$ cat src/rtl/scoreboard_ctrl_if.sv
// Issue-side bundle between the issue queue head and the scoreboard.
// Sources and destinations per lane, issue count and bypass selects back.
interface scoreboard_ctrl_if #(
  parameter int REG_ADDR_W = 5
);
  logic [1:0]                  head_valid;
  logic                        issue_ready;
  logic [3:0][REG_ADDR_W-1:0]  src_addr;
  logic [3:0]                  src_used;
  logic [1:0][REG_ADDR_W-1:0]  dst_addr;
  logic [1:0]                  dst_wen;
  logic [1:0]                  dst_is_load;
  logic [1:0]                  issue_count;
  logic [3:0][1:0]             byp_stage;
  logic [3:0]                  byp_lane;

  modport master (
    output head_valid,
    output issue_ready,
    output src_addr,
    output src_used,
    output dst_addr,
    output dst_wen,
    output dst_is_load,
    input  issue_count,
    input  byp_stage,
    input  byp_lane
  );

  modport slave (
    input  head_valid,
    input  issue_ready,
    input  src_addr,
    input  src_used,
    input  dst_addr,
    input  dst_wen,
    input  dst_is_load,
    output issue_count,
    output byp_stage,
    output byp_lane
  );
endinterface

$ cat src/rtl/scoreboard_ctrl.sv
// Dual-issue scoreboard: tracks youngest producer per register,
// decides issue count and drives operand bypass selects.
module scoreboard_ctrl #(
  parameter int NUM_REGS    = 32,
  parameter int REG_ADDR_W  = 5,
  parameter int STALL_CNT_W = 32
) (
  input  logic                   clk,
  input  logic                   rst_n,
  scoreboard_ctrl_if.slave       sb,
  output logic [STALL_CNT_W-1:0] stall_cnt
);

  typedef enum logic [1:0] {
    ST_NONE = 2'd0,
    ST_EX   = 2'd1,
    ST_MEM  = 2'd2,
    ST_CMT  = 2'd3
  } stage_e;

  stage_e stage_q [NUM_REGS];
  logic   lane_q  [NUM_REGS];
  logic   load_q  [NUM_REGS];

  logic [3:0] live;
  logic [3:0] hazard;
  logic       raw;
  logic       issue0;
  logic       issue1;
  logic       wr0;
  logic       wr1;
  logic       stall;

  function automatic stage_e advance(input stage_e s);
    stage_e n;
    unique case (s)
      ST_EX:   n = ST_MEM;
      ST_MEM:  n = ST_CMT;
      default: n = ST_NONE;
    endcase
    return n;
  endfunction

  always_comb begin
    live   = '0;
    hazard = '0;
    for (int p = 0; p < 4; p++) begin
      live[p] = sb.src_used[p] && (sb.src_addr[p] != '0);
      // only an EX-stage load has no result to forward yet
      hazard[p] = live[p]
        && (stage_q[sb.src_addr[p]] == ST_EX)
        && load_q[sb.src_addr[p]];
    end
  end

  always_comb begin
    raw = 1'b0;
    if (sb.dst_wen[0] && (sb.dst_addr[0] != '0)) begin
      raw = (sb.src_used[2] && (sb.src_addr[2] == sb.dst_addr[0]))
         || (sb.src_used[3] && (sb.src_addr[3] == sb.dst_addr[0]));
    end
  end

  assign issue0 = rst_n && sb.head_valid[0] && sb.issue_ready
               && !(|hazard[1:0]);
  assign issue1 = issue0 && sb.head_valid[1]
               && !(|hazard[3:2]) && !raw;

  assign sb.issue_count = {issue1, issue0 && !issue1};

  assign wr0 = issue0 && sb.dst_wen[0] && (sb.dst_addr[0] != '0);
  assign wr1 = issue1 && sb.dst_wen[1] && (sb.dst_addr[1] != '0);

  assign stall = sb.head_valid[0] && sb.issue_ready && !issue0;

  always_comb begin
    sb.byp_stage = '0;
    sb.byp_lane  = '0;
    for (int p = 0; p < 4; p++) begin
      if (rst_n && live[p]
          && (stage_q[sb.src_addr[p]] != ST_NONE)) begin
        sb.byp_stage[p] = stage_q[sb.src_addr[p]];
        sb.byp_lane[p]  = lane_q[sb.src_addr[p]];
      end
    end
  end

  always_ff @(posedge clk) begin
    if (!rst_n) begin
      for (int i = 0; i < NUM_REGS; i++) begin
        stage_q[i] <= ST_NONE;
        lane_q[i]  <= 1'b0;
        load_q[i]  <= 1'b0;
      end
      stall_cnt <= '0;
    end else begin
      for (int i = 0; i < NUM_REGS; i++) begin
        stage_q[i] <= advance(stage_q[i]);
        if (stage_q[i] == ST_CMT) begin
          lane_q[i] <= 1'b0;
          load_q[i] <= 1'b0;
        end
      end
      // lane 1 assigned last so it wins a same-register collision
      if (wr0) begin
        stage_q[sb.dst_addr[0]] <= ST_EX;
        lane_q[sb.dst_addr[0]]  <= 1'b0;
        load_q[sb.dst_addr[0]]  <= sb.dst_is_load[0];
      end
      if (wr1) begin
        stage_q[sb.dst_addr[1]] <= ST_EX;
        lane_q[sb.dst_addr[1]]  <= 1'b1;
        load_q[sb.dst_addr[1]]  <= sb.dst_is_load[1];
      end
      if (stall && (stall_cnt != '1)) begin
        stall_cnt <= stall_cnt + 1'b1;
      end
    end
  end

endmodule

$ cat src/flat_wrapper.sv
// flat-port wrapper written by rule: the top's interface ports become plain ports
module scoreboard_ctrl_flat 
#(
  parameter int NUM_REGS    = 32,
  parameter int REG_ADDR_W  = 5,
  parameter int STALL_CNT_W = 32
)
  (clk, rst_n, stall_cnt, sb_head_valid, sb_issue_ready, sb_src_addr, sb_src_used, sb_dst_addr, sb_dst_wen, sb_dst_is_load, sb_issue_count, sb_byp_stage, sb_byp_lane);
  scoreboard_ctrl_if #(.REG_ADDR_W(REG_ADDR_W)) sb_i ();
  input  logic clk;
  input  logic rst_n;
  output logic [STALL_CNT_W-1:0] stall_cnt;
  input wire logic [$bits(sb_i.head_valid)-1:0] sb_head_valid;
  input wire logic [$bits(sb_i.issue_ready)-1:0] sb_issue_ready;
  input wire logic [$bits(sb_i.src_addr)-1:0] sb_src_addr;
  input wire logic [$bits(sb_i.src_used)-1:0] sb_src_used;
  input wire logic [$bits(sb_i.dst_addr)-1:0] sb_dst_addr;
  input wire logic [$bits(sb_i.dst_wen)-1:0] sb_dst_wen;
  input wire logic [$bits(sb_i.dst_is_load)-1:0] sb_dst_is_load;
  output wire logic [$bits(sb_i.issue_count)-1:0] sb_issue_count;
  output wire logic [$bits(sb_i.byp_stage)-1:0] sb_byp_stage;
  output wire logic [$bits(sb_i.byp_lane)-1:0] sb_byp_lane;
  assign sb_i.head_valid = sb_head_valid;
  assign sb_i.issue_ready = sb_issue_ready;
  assign sb_i.src_addr = sb_src_addr;
  assign sb_i.src_used = sb_src_used;
  assign sb_i.dst_addr = sb_dst_addr;
  assign sb_i.dst_wen = sb_dst_wen;
  assign sb_i.dst_is_load = sb_dst_is_load;
  assign sb_issue_count = sb_i.issue_count;
  assign sb_byp_stage = sb_i.byp_stage;
  assign sb_byp_lane = sb_i.byp_lane;
  scoreboard_ctrl #(.NUM_REGS(NUM_REGS), .REG_ADDR_W(REG_ADDR_W), .STALL_CNT_W(STALL_CNT_W)) u_core (.clk(clk), .rst_n(rst_n), .sb(sb_i), .stall_cnt(stall_cnt));
endmodule
$ cat config.mk
export PLATFORM = sky130hd
export DESIGN_NAME = scoreboard_ctrl_flat
export DESIGN_NICKNAME = d
export VERILOG_FILES = /design/src/rtl/scoreboard_ctrl_if.sv /design/src/rtl/scoreboard_ctrl.sv /design/src/flat_wrapper.sv
export SDC_FILE = /design/constraint.sdc
export NUM_CORES = 1
export LEC_CHECK = 0
export CAP_MARGIN = 20
export CORE_ASPECT_RATIO = 2
export CORE_UTILIZATION = 25
export CTS_BUF_LIST = sky130_fd_sc_hd__clkbuf_2
export CTS_CLUSTER_SIZE = 20
export DETAILED_ROUTE_END_ITERATION = 10
export PLACE_DENSITY_LB_ADDON = 0.12
export REMOVE_ABC_BUFFERS = 1
export SETUP_SLACK_MARGIN = 0.5
export SLEW_MARGIN = 20
export SYNTH_ARGS = -nofsm -noshare
export SYNTH_HDL_FRONTEND = slang
export SYNTH_SLANG_ARGS = --single-unit
$ cat constraint.sdc
create_clock -name clk -period 9.37 [get_ports clk]
set_input_delay 2.811 -clock clk [delete_from_list [all_inputs] [get_ports clk]]
set_output_delay 2.811 -clock clk [all_outputs]
set_load 0.1 [all_outputs]
==> results by group, run 1 <==
Logic synthesis
  • Synth cell types: 71
  • Synth area leaders: dfxtp_1 23%, mux4_2 18%, ha_1 6.4%, mux2i_1 6.2%, mux2_2 4.7%
  • Post-Synth XOR/XNOR Area: 0.825%
  • Synth area leader: dfxtp_1
  • EDFF count, synth: 15
  • Post-synth top flop: dfxtp_1
  • Mapped cell area: 0.0127 mm^2
  • Mux cell area share after synthesis: 28.7%
  • Synth Area in Compound Gates: 9.04%
  • Largest family of logic cells by synthesized area: multiplexers
  • Yosys top cell area share: 22.8%
  • Top cells by count, synth: 145 x dfxtp_1, 102 x nand2_1, 101 x mux4_2, 88 x nand3_1, 79 x mux2i_1
  • Post-Synth Adder-Cell Area: 6.38%
  • Synth warnings: 0
  • Mean post-synth cell area: 9.74 um^2
  • Synth async-reset ratio: 0%
  • Gate Count Post-Synth: 1308
  • FF+latch count, synth: 160
  • Post-Synth Simple-Gate Area: 23.5%
  • Register area share after synthesis: 26.3%
  • Count leader, synth: dfxtp_1

Floorplan
  • Die width: 162 um
  • Initial Util: 25.4%
  • Rows: 116
  • IO Pins: 89
  • DIE HEIGHT: 321 um
  • Core area: 0.0502 mm^2
  • Die ar.: 0.0519 mm^2

Global route
  • First-pass GRT wire length: 90800 um
  • Initial antenna violation count: 2
  • Number of global-route vias before repair: 12100
  • Grt total ovfl: 0
  • Met1 Resource Use GR: 24.0%
  • GRT Max-Usage Layer: met2
  • GR Layer Usage met2: 46.5%
  • Largest net degree at the start of global routing: 63
  • Overall Global Routing Usage: 25.0%
  • Grt met3 use: 4.55%

Routing
  • Mean number of vias per cell: 5.85
  • Post-route ant nets: 0
  • Starting DRT DRC Count: 874
  • Post-Route WL: 64000 um
  • WL/cell: 31.4 um
  • Pre-antenna DRT Iters: 5
  • Via count: 11900
  • DRC errors left: 0

Critical path
  • WP data arrival: 5950 ps
  • Critical path class: in2out
  • CP Cell Sequence: clkdlybuf4s50_1 > buf_4 > or3b_1 > or3_1 > nand4b_1 > or4_1 > nor4_4 > or2_2 > nor3b_1 > buf_12
  • CP max stage delay: 720 ps
  • CP Capture Type: output pin
  • CP max-delay cell: clkdlybuf4s50_1
  • Startpoint types: input pin
  • Worst EP required: 6560 ps
  • Worst-path maximum fanout: 17

Clock network
  • Max clock buf depth: 2
  • Clock root cell: clkbuf_2
  • TritonCTS clock tree: yes
  • Clk sinks: 160
  • H-tree Lvls: 4
  • Reg clk slew, reported paths: 260 ps
  • Total CTS buffers: 17
  • Clock latency on the worst-skew pair: 910 ps

STA
  • Slew Viols, Final: 0
  • Slew HR: 27.1%
  • Setup TNS after final layout: 0 ps
  • Fin crit period: 8760 ps
  • Crit share post-route: 93.5%
  • Setup Viol. Count Final: 0
  • Worst hold margin: 520 ps
  • Final worst slack: 609 ps
  • RSZ-0062 raised after global routing: false
  • Top achievable clock speed: 0.114 GHz
  • Pin slew with the least headroom to its limit: 1080 ps
  • Clock Skews: 44.7 ps
  • Final Hold Fails: 0

Place
  • Dpl ws: 511 ps
  • Dpl hpwl: 49600 um
  • Final GP Congestion: 0.969
  • Area after DPL: 0.0145 mm^2
  • Cells after DPL: 2001
  • IO buf count: 88

Final layout
  • Layout cell share with drive strength beyond 1: 21.1%
  • Cell area after layout: 0.0148 mm^2
  • Nets@finish: 1479
  • Util after Layout: 29.4%
  • Area delta synth->final: 15.8%
  • Fin cells: 2034

Status
  • Status: complete, no violations

Power and ir drop
  • LEAKAGE: 5.46 nW
  • Design Power: 1.40 mW
  • PwrDens: 95.0 mW/mm^2
  • Peak supply drop: 0.0644 mV

Worst hold path
  • HP Class: reg2reg

Run
  • Max_cap viols: 0
## worst max-delay path: cells and delay by family
kind	cells	cell delay, ps
buf+inv	3	1300
simple gates	7	1810
## placed cells by master (no fill, tap or decap), types with 12 or more instances in the layout
cell type | synthesis | routed
dfxtp_1 | 145 | 145
nand2_1 | 102 | 102
mux4_2 | 101 | 101
nand3_1 | 88 | 88
mux2i_1 | 79 | 79
ha_1 | 65 | 65
clkdlybuf4s50_1 | 0 | 63
buf_4 | 6 | 60
mux2_2 | 53 | 53
nor2_1 | 53 | 53
inv_1 | 49 | 49
nand3b_1 | 44 | 44
nor3_1 | 39 | 37
o21ai_0 | 34 | 34
or3_1 | 33 | 33
a21oi_1 | 33 | 33
nand4_1 | 23 | 23
clkbuf_2 | 0 | 19
or4_1 | 17 | 17
o31ai_1 | 16 | 16
and4b_1 | 16 | 16
nor2b_1 | 15 | 15
edfxtp_1 | 15 | 15
nand2b_1 | 12 | 12
## what timing repair did
| action | CTS | global route |
|---|---|---|
| resized for setup | 0 | 2 |
| setup buffers | 0 | 0 |
| endpoints found under the setup margin | 0 | 4 |
| hold buffers | 0 | 0 |
## cell families after synthesis
logic type	count (synthesis)
compound gates	167
buf+inv	150
xor+xnor	12
simple gates	521
mux	233
flops	160
fa+ha+maj	65
## final cells by class
cell class	instances	area (um^2)
clock buffer	19	95.1
clock inverter	13	138
multi-input combinational	998	8810
inverter	50	188
tap	649	812
antenna	1	2.50
timing repair buffer	144	1360
sequential	160	3350
fill	5371	35500
## report_power, final
group	internal [mW]	leakage [nW]	switching (mW)
Sequential	0.698	1.32	0.00977
Clock	0.126	0.147	0.286
Combinational	0.0946	3.99	0.186
Total	0.919	5.46	0.482
## sequential cells by signal (all words and copies together), names as in the netlist
| register | count |
|---|---|
| u_core.stage_q | 64 |
| u_core.lane_q | 32 |
| u_core.load_q | 32 |
| u_core.stall_cnt | 32 |
## routing by layer
layer / routed length (um) / vias to the layer above
met2: 33800 / 558
li1: - / 5178
met4: 5470 / 0
met1: 21100 / 5950
met3: 3530 / 213
met5: 0 / -
## worst paths after layout
| kind | startpoint | end | slack [ps] | cells past startpoint |
|---|---|---|---|---|
| setup reg to reg | u_core.load_q[4]$_DFF_P_ | u_core.load_q[15]$_DFF_P_ | 5350 | 9 |
| hold reg to reg | u_core.stall_cnt[4]$_SDFFE_PN0P_ | u_core.stall_cnt[4]$_SDFFE_PN0P_ | 520 | 2 |
| hold / removal | u_core.stall_cnt[4]$_SDFFE_PN0P_ | u_core.stall_cnt[4]$_SDFFE_PN0P_ | 520 | 2 |
| setup / recovery | sb_src_addr[2] | sb_issue_count[1] | 610 | 10 |
Power figures use the tool's default switching activity.
==> run 2: changes to the inputs <==
--- a/config.mk
+++ b/config.mk
@@ -7,10 +7,11 @@
 export LEC_CHECK = 0
 export CAP_MARGIN = 20
 export CORE_ASPECT_RATIO = 2
-export CORE_UTILIZATION = 25
+export CORE_UTILIZATION = 40
 export CTS_BUF_LIST = sky130_fd_sc_hd__clkbuf_2
 export CTS_CLUSTER_SIZE = 20
 export DETAILED_ROUTE_END_ITERATION = 10
+export DONT_BUFFER_PORTS = 1
 export PLACE_DENSITY_LB_ADDON = 0.12
 export REMOVE_ABC_BUFFERS = 1
 export SETUP_SLACK_MARGIN = 0.5
==> results by group, run 2 (synthesis results as in run 1) <==
Worst hold path
  • Hold Path Depth: 2
  • Hold Startpoint: u_core.lane_q[13]$_DFF_P_
  • HP Class: reg2reg
  • Hold path endpoint: u_core.lane_q[13]$_DFF_P_

STA
  • Top achievable clock speed: 0.120 GHz
  • Final Hold Fails: 0
  • Slew HR: 23.9%
  • Slew Viols, Final: 0
  • Pin slew with the least headroom to its limit: 1140 ps
  • Clock Skews: 47.1 ps
  • RSZ-0062 raised after global routing: false
  • Setup Viol. Count Final: 0
  • Fin crit period: 8310 ps
  • Crit share post-route: 88.7%

Final layout
  • Area delta synth->final: 5.33%
  • Layout cell share with drive strength beyond 1: 19.9%
  • Largest Register: u_core.stage_q
  • Max FFs per register: 64
  • # fillers: 3101
  • Util after Layout: 42.7%
  • Most frequent cells in the layout: 145 x dfxtp_1, 102 x nand2_1, 101 x mux4_2
  • Most common cell after layout, fill and taps aside: dfxtp_1
  • Nets@finish: 1364
  • Cell area after layout: 0.0134 mm^2

Clock network
  • Clk sinks: 160
  • Clock root cell: clkbuf_2
  • # hold bufs at CTS: 0
  • TritonCTS clock tree: yes
  • Total CTS buffers: 17
  • Post-CTS sizing: 0
  • H-tree Lvls: 4
  • Clock latency on the worst-skew pair: 850 ps
  • Reg clk slew, reported paths: 240 ps
  • Max clock buf depth: 2
  • Post-CTS Setup Bufs: 0

Routing
  • DRC errors left: 0
  • WL/cell: 30.8 um
  • Via count: 11600
  • Mean number of vias per cell: 6.83
  • Pre-antenna DRT Iters: 5
  • Post-Route WL: 52200 um
  • Post-route ant nets: 0
  • Starting DRT DRC Count: 1198

Place
  • Final GP Congestion: 0.993
  • IO buf count: 0
  • Area after DPL: 0.0132 mm^2
  • Dpl hpwl: 38800 um

Critical path
  • Crit. Startpoint: sb_src_addr[2]
  • Worst-path maximum fanout: 26
  • Worst EP required: 6560 ps
  • WP data arrival: 5500 ps
  • FF-to-FF End: u_core.stall_cnt[21]$_SDFFE_PN0P_
  • CP Capture Type: output pin
  • R2R Path Start: u_core.stage_q[5][0]$_SDFF_PP1_
  • CP Cell Sequence: mux4_2 > a2111oi_0 > or4_1 > nor4_4 > buf_4 > or2_2 > nor3_2 > buf_16
  • CP max stage delay: 690 ps
  • Critical path class: in2out
  • CP max-delay cell: a2111oi_0
  • Worst R2R Path Depth: 8
  • Startpoint types: input pin
  • R2R setup slack: 5340 ps

Power and ir drop
  • PwrDens: 93.7 mW/mm^2
  • LEAKAGE: 4.96 nW
  • Peak supply drop: 0.138 mV

Global route
  • Largest net degree at the start of global routing: 94
  • Grt total ovfl: 0
  • Number of global-route vias before repair: 11200
  • Initial antenna violation count: 1
  • Overall Global Routing Usage: 32.8%
  • First-pass GRT wire length: 76100 um

Floorplan
  • IO Pins: 89
  • Core area: 0.0314 mm^2
  • Die width: 128 um
  • Die ar.: 0.0326 mm^2
  • DIE HEIGHT: 254 um
  • Rows: 92
  • Initial Util: 40.5%

Status
  • Status: complete, no violations

Run
  • Max_cap viols: 0
[run 2: cell types whose count changed in the layout (fill, tap and decap cells not counted), sizes merged]
| cell | previous run | this run |
|---|---|---|
| bufinv | 2 | 1 |
| clkbuf | 19 | 18 |
| clkinv | 6 | 4 |
| clkinvlp | 1 | 4 |
| dlymetal6s2s | 1 | 0 |
| inv | 54 | 56 |
| clkdlybuf4s50 | 63 | 0 |
| buf | 80 | 28 |
[run 2: per-layer routing]
layer  GRT usage (%)  wire length (um)
met1            33.8             17200
met5               0                 0
met4            25.5              4400
met2            56.0             26200
met3            8.64              4430
[run 2: worst max-delay path by stage]
stage                              to  slack [ps]
global placement    sb_issue_count[1]        1150
detailed placement  sb_issue_count[0]        1090
floorplan           sb_issue_count[1]        -790
global route        sb_issue_count[1]        1070
finish              sb_issue_count[0]        1060
CTS                 sb_issue_count[0]        1090
[run 2: stage by stage]
step                      worst slack (ps)  TNS, ps  hold slack (ps)  instances  power (mW)
final                                 1060        0              542       1693        1.26
after global routing                  1070        0              569       1693        1.30
after CTS                             1090        0              543       1692        1.27
after detailed placement              1090        0              514       1660       0.879
after global placement                1150        0              494       1660       0.878
after floorplan                       -790     -796              462       1208       0.828
[run 2: power by group]
part / internal, mW / switching [mW]
Sequential: 0.698 / 0.0136
Combinational: 0.0680 / 0.0900
Clock: 0.0989 / 0.288
Total: 0.865 / 0.392
[run 2: critical path: cells and delay by family]
| family | cells | cell delay [ps] |
|---|---|---|
| AND/OR/NAND/NOR | 4 | 1060 |
| buffers and inverters | 2 | 440 |
| AO/OA/AOI/OAI | 1 | 690 |
| multiplexers | 1 | 480 |
[run 2: cell type report]
class	instances	area, um^2	area share, %
multi-input cells	998	8830	65.8
flip-flops and latches	160	3350	25.0
well taps	423	529	3.94
repair buffers	29	295	2.20
inverters	50	188	1.40
clock inverters	15	133	0.988
clock buffers	17	85.1	0.634
diodes	1	2.50	0.0186
